--- config.mk ---
export PLATFORM = sky130hd
export DESIGN_NAME = ea_sequencer
export DESIGN_NICKNAME = d
export VERILOG_FILES = /design/src/rtl/ea_sequencer.sv
export SDC_FILE = /design/constraint.sdc
export NUM_CORES = 1
export LEC_CHECK = 0
export BUFFER_PORTS_ARGS = -buffer_cell sky130_fd_sc_hd__buf_4
export CAP_MARGIN = 40
export CORE_UTILIZATION = 52
export CTS_CLUSTER_DIAMETER = 80
export CTS_CLUSTER_SIZE = 30
export DETAILED_ROUTE_END_ITERATION = 7
export PLACE_DENSITY_LB_ADDON = 0.15
export REMOVE_ABC_BUFFERS = 1
export SLEW_MARGIN = 40
export SYNTH_ARGS = -nofsm -noshare
export SYNTH_HDL_FRONTEND = slang
export SYNTH_SLANG_ARGS = --single-unit
--- constraint.sdc ---
create_clock -name clk_i -period 2.7 [get_ports clk_i]
set_input_delay 0.54 -clock clk_i [delete_from_list [all_inputs] [get_ports clk_i]]
set_output_delay 0.54 -clock clk_i [all_outputs]
set_load 0.005 [all_outputs]
--- src/rtl/ea_sequencer.sv ---
// ea_sequencer: multi-cycle 6502 effective-address resolver; valid at +2 (direct/indexed), +4 IND_X, +5 IND_Y, +1 per memory wait.
// EA held in DONE until ea_ready_i; start ignored while busy. Macro EA_PAGE_CROSS_PENALTY_EN adds a PENALTY cycle on page cross.
package ea_pkg;
  typedef enum logic [1:0] {
    ALU_BYPASS_A     = 2'd0,
    ALU_ADD          = 2'd1,
    ALU_ADD_ZEROPAGE = 2'd2
  } alu_op_t;

  localparam logic [2:0] MODE_ZP    = 3'd0;
  localparam logic [2:0] MODE_ZP_X  = 3'd1;
  localparam logic [2:0] MODE_ZP_Y  = 3'd2;
  localparam logic [2:0] MODE_ABS   = 3'd3;
  localparam logic [2:0] MODE_ABS_X = 3'd4;
  localparam logic [2:0] MODE_ABS_Y = 3'd5;
  localparam logic [2:0] MODE_IND_X = 3'd6;
  localparam logic [2:0] MODE_IND_Y = 3'd7;
endpackage

module ea_sequencer
  import ea_pkg::*;
#(
  parameter int DATA_W = 8,
  parameter int ADDR_W = 16
) (
  input  logic              clk_i,
  input  logic              rstn_i,
  input  logic              start_i,
  input  logic [2:0]        mode_i,
  input  logic [ADDR_W-1:0] operand_i,
  input  logic [DATA_W-1:0] x_i,
  input  logic [DATA_W-1:0] y_i,
  output alu_op_t           alu_op_o,
  output logic [ADDR_W-1:0] alu_a_o,
  output logic [ADDR_W-1:0] alu_b_o,
  input  logic [ADDR_W-1:0] alu_res_i,
  output logic              mem_req_o,
  output logic [ADDR_W-1:0] mem_addr_o,
  input  logic              mem_ack_i,
  input  logic [DATA_W-1:0] mem_rdata_i,
  output logic              ea_valid_o,
  input  logic              ea_ready_i,
  output logic [ADDR_W-1:0] ea_o,
  output logic              page_cross_o,
  output logic              busy_o
);
  localparam int HW = ADDR_W - DATA_W;

  typedef enum logic [2:0] {
    S_IDLE,
    S_CALC,
    S_PTR_LO,
    S_PTR_HI,
    S_IDX,
`ifdef EA_PAGE_CROSS_PENALTY_EN
    S_PENALTY,
`endif
    S_DONE
  } state_t;

  state_t            state_q, state_d;
  logic [2:0]        mode_q;
  logic [ADDR_W-1:0] op_q, ptr_q, ea_q;
  logic [DATA_W-1:0] x_q, y_q, lo_q, hi_q;
  logic              pc_q, pc_calc;

  function automatic logic [ADDR_W-1:0] zx(input logic [DATA_W-1:0] v);
    return {{HW{1'b0}}, v};
  endfunction

  always_comb begin
    state_d    = state_q;
    alu_op_o   = ALU_BYPASS_A;
    alu_a_o    = '0;
    alu_b_o    = '0;
    mem_req_o  = 1'b0;
    mem_addr_o = '0;
    ea_valid_o = 1'b0;
    busy_o     = (state_q != S_IDLE);
    pc_calc    = 1'b0;
    case (state_q)
      S_IDLE: if (start_i) state_d = S_CALC;
      S_CALC: begin
        case (mode_q)
          MODE_ZP: begin
            alu_a_o = zx(op_q[DATA_W-1:0]);
            state_d = S_DONE;
          end
          MODE_ZP_X, MODE_ZP_Y: begin
            alu_op_o = ALU_ADD_ZEROPAGE;
            alu_a_o  = op_q;
            alu_b_o  = zx((mode_q == MODE_ZP_X) ? x_q : y_q);
            state_d  = S_DONE;
          end
          MODE_ABS: begin
            alu_a_o = op_q;
            state_d = S_DONE;
          end
          MODE_ABS_X, MODE_ABS_Y: begin
            alu_op_o = ALU_ADD;
            alu_a_o  = op_q;
            alu_b_o  = zx((mode_q == MODE_ABS_X) ? x_q : y_q);
            pc_calc  = (alu_res_i[ADDR_W-1:DATA_W] != op_q[ADDR_W-1:DATA_W]);
            state_d  = S_DONE;
          end
          MODE_IND_X: begin
            alu_op_o = ALU_ADD_ZEROPAGE;
            alu_a_o  = op_q;
            alu_b_o  = zx(x_q);
            state_d  = S_PTR_LO;
          end
          default: begin
            alu_a_o = zx(op_q[DATA_W-1:0]);
            state_d = S_PTR_LO;
          end
        endcase
      end
      S_PTR_LO: begin
        mem_req_o  = 1'b1;
        mem_addr_o = ptr_q;
        // Next pointer byte stays inside page 0 (0x00FF -> 0x0000).
        alu_op_o   = ALU_ADD_ZEROPAGE;
        alu_a_o    = ptr_q;
        alu_b_o    = ADDR_W'(1);
        if (mem_ack_i) state_d = S_PTR_HI;
      end
      S_PTR_HI: begin
        mem_req_o  = 1'b1;
        mem_addr_o = ptr_q;
        if (mem_ack_i) state_d = (mode_q == MODE_IND_X) ? S_DONE : S_IDX;
      end
      S_IDX: begin
        alu_op_o = ALU_ADD;
        alu_a_o  = ADDR_W'({hi_q, lo_q});
        alu_b_o  = zx(y_q);
        pc_calc  = (alu_res_i[ADDR_W-1:DATA_W] != hi_q);
        state_d  = S_DONE;
      end
`ifdef EA_PAGE_CROSS_PENALTY_EN
      S_PENALTY: state_d = S_DONE;
`endif
      S_DONE: begin
        ea_valid_o = 1'b1;
        if (ea_ready_i) state_d = S_IDLE;
      end
      default: state_d = S_IDLE;
    endcase
`ifdef EA_PAGE_CROSS_PENALTY_EN
    if (((state_q == S_CALC) || (state_q == S_IDX)) && pc_calc) state_d = S_PENALTY;
`endif
  end

  always_ff @(posedge clk_i or negedge rstn_i) begin
    if (!rstn_i) begin
      state_q <= S_IDLE;
      mode_q  <= '0;
      op_q    <= '0;
      x_q     <= '0;
      y_q     <= '0;
      ptr_q   <= '0;
      lo_q    <= '0;
      hi_q    <= '0;
      ea_q    <= '0;
      pc_q    <= 1'b0;
    end else begin
      state_q <= state_d;
      case (state_q)
        S_IDLE: if (start_i) begin
          mode_q <= mode_i;
          op_q   <= operand_i;
          x_q    <= x_i;
          y_q    <= y_i;
        end
        S_CALC: begin
          if ((mode_q == MODE_IND_X) || (mode_q == MODE_IND_Y)) ptr_q <= alu_res_i;
          else ea_q <= alu_res_i;
          pc_q <= pc_calc;
        end
        S_PTR_LO: if (mem_ack_i) begin
          lo_q  <= mem_rdata_i;
          ptr_q <= alu_res_i;
        end
        S_PTR_HI: if (mem_ack_i) begin
          hi_q <= mem_rdata_i;
          if (mode_q == MODE_IND_X) ea_q <= ADDR_W'({mem_rdata_i, lo_q});
        end
        S_IDX: begin
          ea_q <= alu_res_i;
          pc_q <= pc_calc;
        end
        default: ;
      endcase
    end
  end

  assign ea_o         = ea_q;
  assign page_cross_o = pc_q;
endmodule

==> flow_summary.ini, run 1 <==
[outcome]
run_status = complete, no violations

[clock_network]
numCtsBuffers = 9
root_buffer = clkbuf_8
path_clk_slew_ns = 0.08
cts_sinks = 87
cts-htree-levels = 3
cts_tree = built
clk_path_buf_depth = 2
clk_latency_ns = 0.35

[yosys]
synth_warnings = 0
synth_area_mm2 = 0.00470
syn_inst = 378
synth_most_common_cell = dfrtp_1
synth_seq_cells = 87
synth_top_cell_area_share_pct = 46.4
async_flop_share_pct = 100
yosysUniqueCellTypes = 50
syn_area_per_cell_um2 = 12.4
synth_edf_count = 0
synth_flop_cell = dfrtp_1
synthTopCellsByCount = dfrtp_1, mux2_2, mux2_4
synth_seq_area_share_pct = 46.4
ys_top_cells_by_area = dfrtp_1, mux2_2, mux2_4
synth_area_leader_cell = dfrtp_1

[floorplan]
dieArea_mm2 = 0.00941
ioPinCount = 134
coreArea_mm2 = 0.00872
rows = 34
start_util_pct = 53.8
fp.dieH_um = 97.0
die_w_um = 97.0

[critical_path]
crit_path_end = alu_a_o[13]
crit_path_max_incr_delay_ns = 0.49
required_ns = 2.16
slowest_stage = dfrtp_2
crit_fanout = 10
crit_path_end_kind = output port
r2r_cells = 5
cp-startpoint = mode_q[2]
crit_arrival_ns = 2.01
r2r-end = ea_o[12]
critPathKind = reg -> out
cp-start-kind = register
r2r_start = state_q[1]
reg2reg_slack_ns = 0.48
cp_cell_sequence = or3_1 -> and3_2 -> a222oi_1 -> inv_1 -> buf_4

[placed_design]
port_buffers = 125
place_area_mm2 = 0.00566
dp_hpwl_um = 8270
gp_congestion = 0.824
post-place-ws_ns = 0.469
post-place-cells = 594

[sta]
period_share_pct = 94.6
slew_violations = 0
tns_ns = 0
setup_slack_ns = 0.145
hold_violations = 0
finalClockSkew_ns = 0.0105
rsz0062_at_grt = no
whs_ns = 0.146
setup_viol = 0
fmax_mhz = 391
period_minus_slack_ns = 2.55
max_slew.worst_pin.slew_ns = 0.689
max_slew_margin_pct = 54.1

[global_route]
grt_max_degree = 52
grt_pass1_wl_um = 19200
grtUsageTotal_pct = 26.3
antenna_found_initial = 0
top_usage_layer = met2
overflow = 0
gr-usage-met2_pct = 41.7
use_met3_pct = 6.86
grt_pass1_vias = 3652
use_met1_pct = 35.8

[routing]
avgViaCountPerCell = 5.72
drc = 0
drt_first_pass_iters = 6
wl_um = 11700
vias = 3489
ant_nets = 0
drt_iter0_markers = 185
wl_per_cell_um = 19.3

[cells_and_area]
finalNonFillerCells = 610
area.sequential_mm2 = 0.00218
final_util_pct = 67.1
syn2layout_area_growth_pct = 24.6
drive_above_1_share_pct = 52.0
nNetsFinal = 562
multiInputGateArea_mm2 = 0.00228
num-fill-cells = 669
final_area_mm2 = 0.00585
n_antenna_cell = 0

[power]
combPwrFrac_pct = 50.7
p_clk_share_pct = 12.5
seq_power_share_pct = 36.7
p_per_area_mw_per_mm2 = 1190
intPower_mw = 4.43
swShare_pct = 36.3
p_switching_mw = 2.53
leakagePower_nw = 2.77
finalPower_mw = 6.96
vdd_drop_max_uv = 545

[min_path]
hold_path_class = in -> async

[job]
maxCapViolCount = 0
-- worst max-delay path, delay by kind of cell, from the launching register on --
kind	cells	cell delay, ns
flip-flops	1	0.49
AND/OR/NAND/NOR	2	0.61
buffers and inverters	2	0.22
AO/OA/AOI/OAI	1	0.34
-- power by group through the flow --
stage          combinational (mW)  sequential, mW  clock [mW]
3_3_place_gp                 3.41            2.54           0
2_1_floorplan                2.12            2.48           0
4_1_cts                      3.52            2.55       0.889
6_report                     3.53            2.56       0.871
3_5_place_dp                 3.51            2.57           0
5_1_grt                      3.83            2.65       0.943
-- worst min-delay path by stage --
stage | end | slack [ns] | cells after the start | from
after global routing | y_q[4] | 0.15 | 1 | rstn_i
after detailed placement | ptr_q[7] | 0.49 | 1 | ptr_q[7]
after floorplan | ea_o[0] | 0.24 | 0 | rstn_i
after global placement | ptr_q[1] | 0.48 | 1 | ptr_q[1]
after CTS | y_q[4] | 0.15 | 1 | rstn_i
final | y_q[4] | 0.15 | 1 | rstn_i
-- cell type report --
type / instances / share of cell area [%]
Clock buffer: 11 / 2.24
Clock inverter: 4 / 0.812
Inverter: 12 / 0.770
Multi-Input combinational cell: 252 / 39.0
Sequential cell: 87 / 37.2
Tap cell: 108 / 2.31
Timing Repair Buffer: 136 / 17.7
-- kinds of logic after synthesis --
group                  share of synthesized area, %
multiplexers                                   26.7
AND/OR/NAND/NOR                                8.23
other                                        0.0799
XOR/XNOR                                       2.98
buffers and inverters                          5.81
flip-flops                                     46.4
AO/OA/AOI/OAI                                  9.81
-- sequential cells by signal, summed over array words and instances, names as in the netlist --
signal        cells
op_q             16
ptr_q            16
page_cross_o      1
ea_o             16
lo_q              8
x_q               8
y_q               8
state_q           3
mode_q            3
hi_q              8
-- layer usage --
metal | vias up | routed length (um)
li1 | 1595 | -
met2 | 136 | 5730
met1 | 1746 | 5180
met3 | 12 | 701
met5 | - | 0
met4 | 0 | 136
-- cell usage in the layout, fill, tap and decap left out, drive strengths merged, types with 11 or more instances in the layout --
cell type	n
a21oi	12
and2	17
buf	136
clkbuf	11
dfrtp	87
inv	12
mux2	98
nand2	16
o21ai	13
xnor2	16
-- what timing repair did --
action | in CTS | in global routing
buffers inserted | 0 | 1
resized for setup | 0 | 4
setup endpoints to repair | 0 | 13
endpoints found under the hold margin | 0 | 0
hold buffers | 0 | 0
Note: power is estimated with default switching activity, not from simulation.
==> run 2: changes to the inputs <==
- CELL_PAD_IN_SITES_DETAIL_PLACEMENT: default -> 1
- CELL_PAD_IN_SITES_GLOBAL_PLACEMENT: default -> 1
- CORE_UTILIZATION: 52 -> 41
- SETUP_SLACK_MARGIN: default -> 0.4
==> flow_summary.ini, run 2 (synthesized netlist as in run 1, its figures left out) <==
[critical_path]
crit_fanout = 8
critPathKind = reg -> out
r2r_cells = 4
reg2reg_slack_ns = 0.56
crit_path_max_incr_delay_ns = 0.41
r2r_start = state_q[2]
crit_path_end_kind = output port
required_ns = 2.16
cp_cell_sequence = or3_1 -> and3_4 -> a222oi_1 -> inv_1 -> buf_4
crit_arrival_ns = 1.86
crit_family = simple AND/OR/NAND/NOR gates
cp-start-kind = register
slowest_stage = dfrtp_2
path_buf_inv = 2
r2r-end = ptr_q[3]

[placed_design]
post-place-cells = 629
port_buffers = 125
place_area_mm2 = 0.00574
dp_hpwl_um = 9270
gp_congestion = 0.789

[clock_network]
numCtsBuffers = 9
clk_path_buf_depth = 2
cts-htree-levels = 3
cts_sinks = 87
root_buffer = clkbuf_16
clk_latency_ns = 0.34
cts_tree = built
cts_hold_buf = 0
path_clk_slew_ns = 0.06

[floorplan]
dieArea_mm2 = 0.0119
die_w_um = 109
fp.dieH_um = 109
ioPinCount = 134
coreArea_mm2 = 0.0110
start_util_pct = 42.8
rows = 38

[sta]
max_slew.worst_pin.slew_ns = 0.567
tns_ns = 0
slew_violations = 0
rsz0062_at_grt = yes
max_slew_margin_pct = 62.1
fmax_mhz = 417
finalClockSkew_ns = 0.00535
hold_violations = 0
setup_viol = 0
period_share_pct = 88.7
period_minus_slack_ns = 2.40

[cells_and_area]
n_antenna_cell = 0
nNetsFinal = 575
layout_common_cells = buf_4, dfrtp_1, mux2_2
finalNonFillerCells = 656
final_common_cell = buf_4
drive_above_1_share_pct = 54.5
syn2layout_area_growth_pct = 31.4
final_area_mm2 = 0.00617
num-fill-cells = 1147
final_util_pct = 56.2

[power]
finalPower_mw = 7.68
vdd_drop_max_uv = 578
p_per_area_mw_per_mm2 = 1240
leakagePower_nw = 2.91

[global_route]
gr-usage-met2_pct = 40.3
top_usage_layer = met2
use_met3_pct = 4.36
grtUsageTotal_pct = 24.3
grt_max_degree = 55
grt_pass1_wl_um = 21400
antenna_found_initial = 0
grt_pass1_vias = 3892
use_met1_pct = 31.6
overflow = 0

[routing]
drc = 0
wl_per_cell_um = 20.7
vias = 3610
ant_nets = 0
wl_um = 13600
drt_iter0_markers = 130
avgViaCountPerCell = 5.50
drt_first_pass_iters = 6

[job]
maxCapViolCount = 0

[outcome]
run_status = complete, no violations

[min_path]
hold_path_class = in -> async
[run 2: changes by cell type in the layout (fill, tap and decap cells not counted), moves of 2 or more]
cell,before,now
buf_4,135,143
buf_6,0,4
clkbuf_16,0,9
clkbuf_8,9,3
dfrtp_1,85,83
dfrtp_2,2,4
o21ai_0,13,9
o21ai_1,0,3
[run 2: how the worst max path moves through the flow]
| stage | from | end | slack [ns] | cells after the start |
|---|---|---|---|---|
| 2_1_floorplan | state_q[0] | alu_a_o[15] | -0.58 | 4 |
| 3_3_place_gp | state_q[1] | alu_a_o[6] | 0.46 | 6 |
| 3_5_place_dp | state_q[1] | ptr_q[0] | 0.40 | 4 |
| 4_1_cts | mode_q[1] | alu_a_o[15] | 0.27 | 5 |
| 5_1_grt | mode_q[1] | alu_a_o[15] | 0.21 | 5 |
| 6_report | mode_q[1] | alu_a_o[15] | 0.30 | 5 |
[run 2: power breakdown]
part           switching, mW  total [mW]  leakage [nW]  internal [mW]
Clock                  0.511        1.30         0.156          0.791
Sequential             0.559        2.54          1.05           1.98
Combinational           1.66        3.85          1.71           2.18
[run 2: final cells by class]
class / instances / area (um^2) / area share [%]
Inverter: 12 / 48.8 / 0.791
Tap cell: 140 / 175 / 2.84
Timing Repair Buffer: 149 / 1160 / 18.8
Multi-Input combinational cell: 252 / 2300 / 37.2
Clock buffer: 13 / 270 / 4.38
Sequential cell: 87 / 2180 / 35.4
Clock inverter: 3 / 40.0 / 0.649
[run 2: stage by stage]
step	setup slack (ns)	hold slack, ns
2_1_floorplan	-0.579	0.244
3_3_place_gp	0.456	0.483
3_5_place_dp	0.397	0.487
4_1_cts	0.275	0.175
5_1_grt	0.209	0.199
6_report	0.304	0.158
[run 2: metal layers]
layer / up-vias / wire [um]
li1: 1623 / -
met2: 110 / 6780
met3: 18 / 746
met5: - / 0
met4: 0 / 240
met1: 1859 / 5820
[run 2: worst reg2reg max path, cell delays in order (launching register included)]
cell and delay [ns]:
dfrtp_2 0.48, nor3b_4 0.54, and2_1 0.26, a31o_4 0.35, mux2_2 0.40
[run 2: timing repair]
item / 4_1_cts / 5_1_grt
gates resized for setup: 13 / 6
setup endpoints to repair: 46 / 25
buffers inserted: 9 / 2
pin swaps: 5 / 6
hold endpoints to repair: 0 / 0
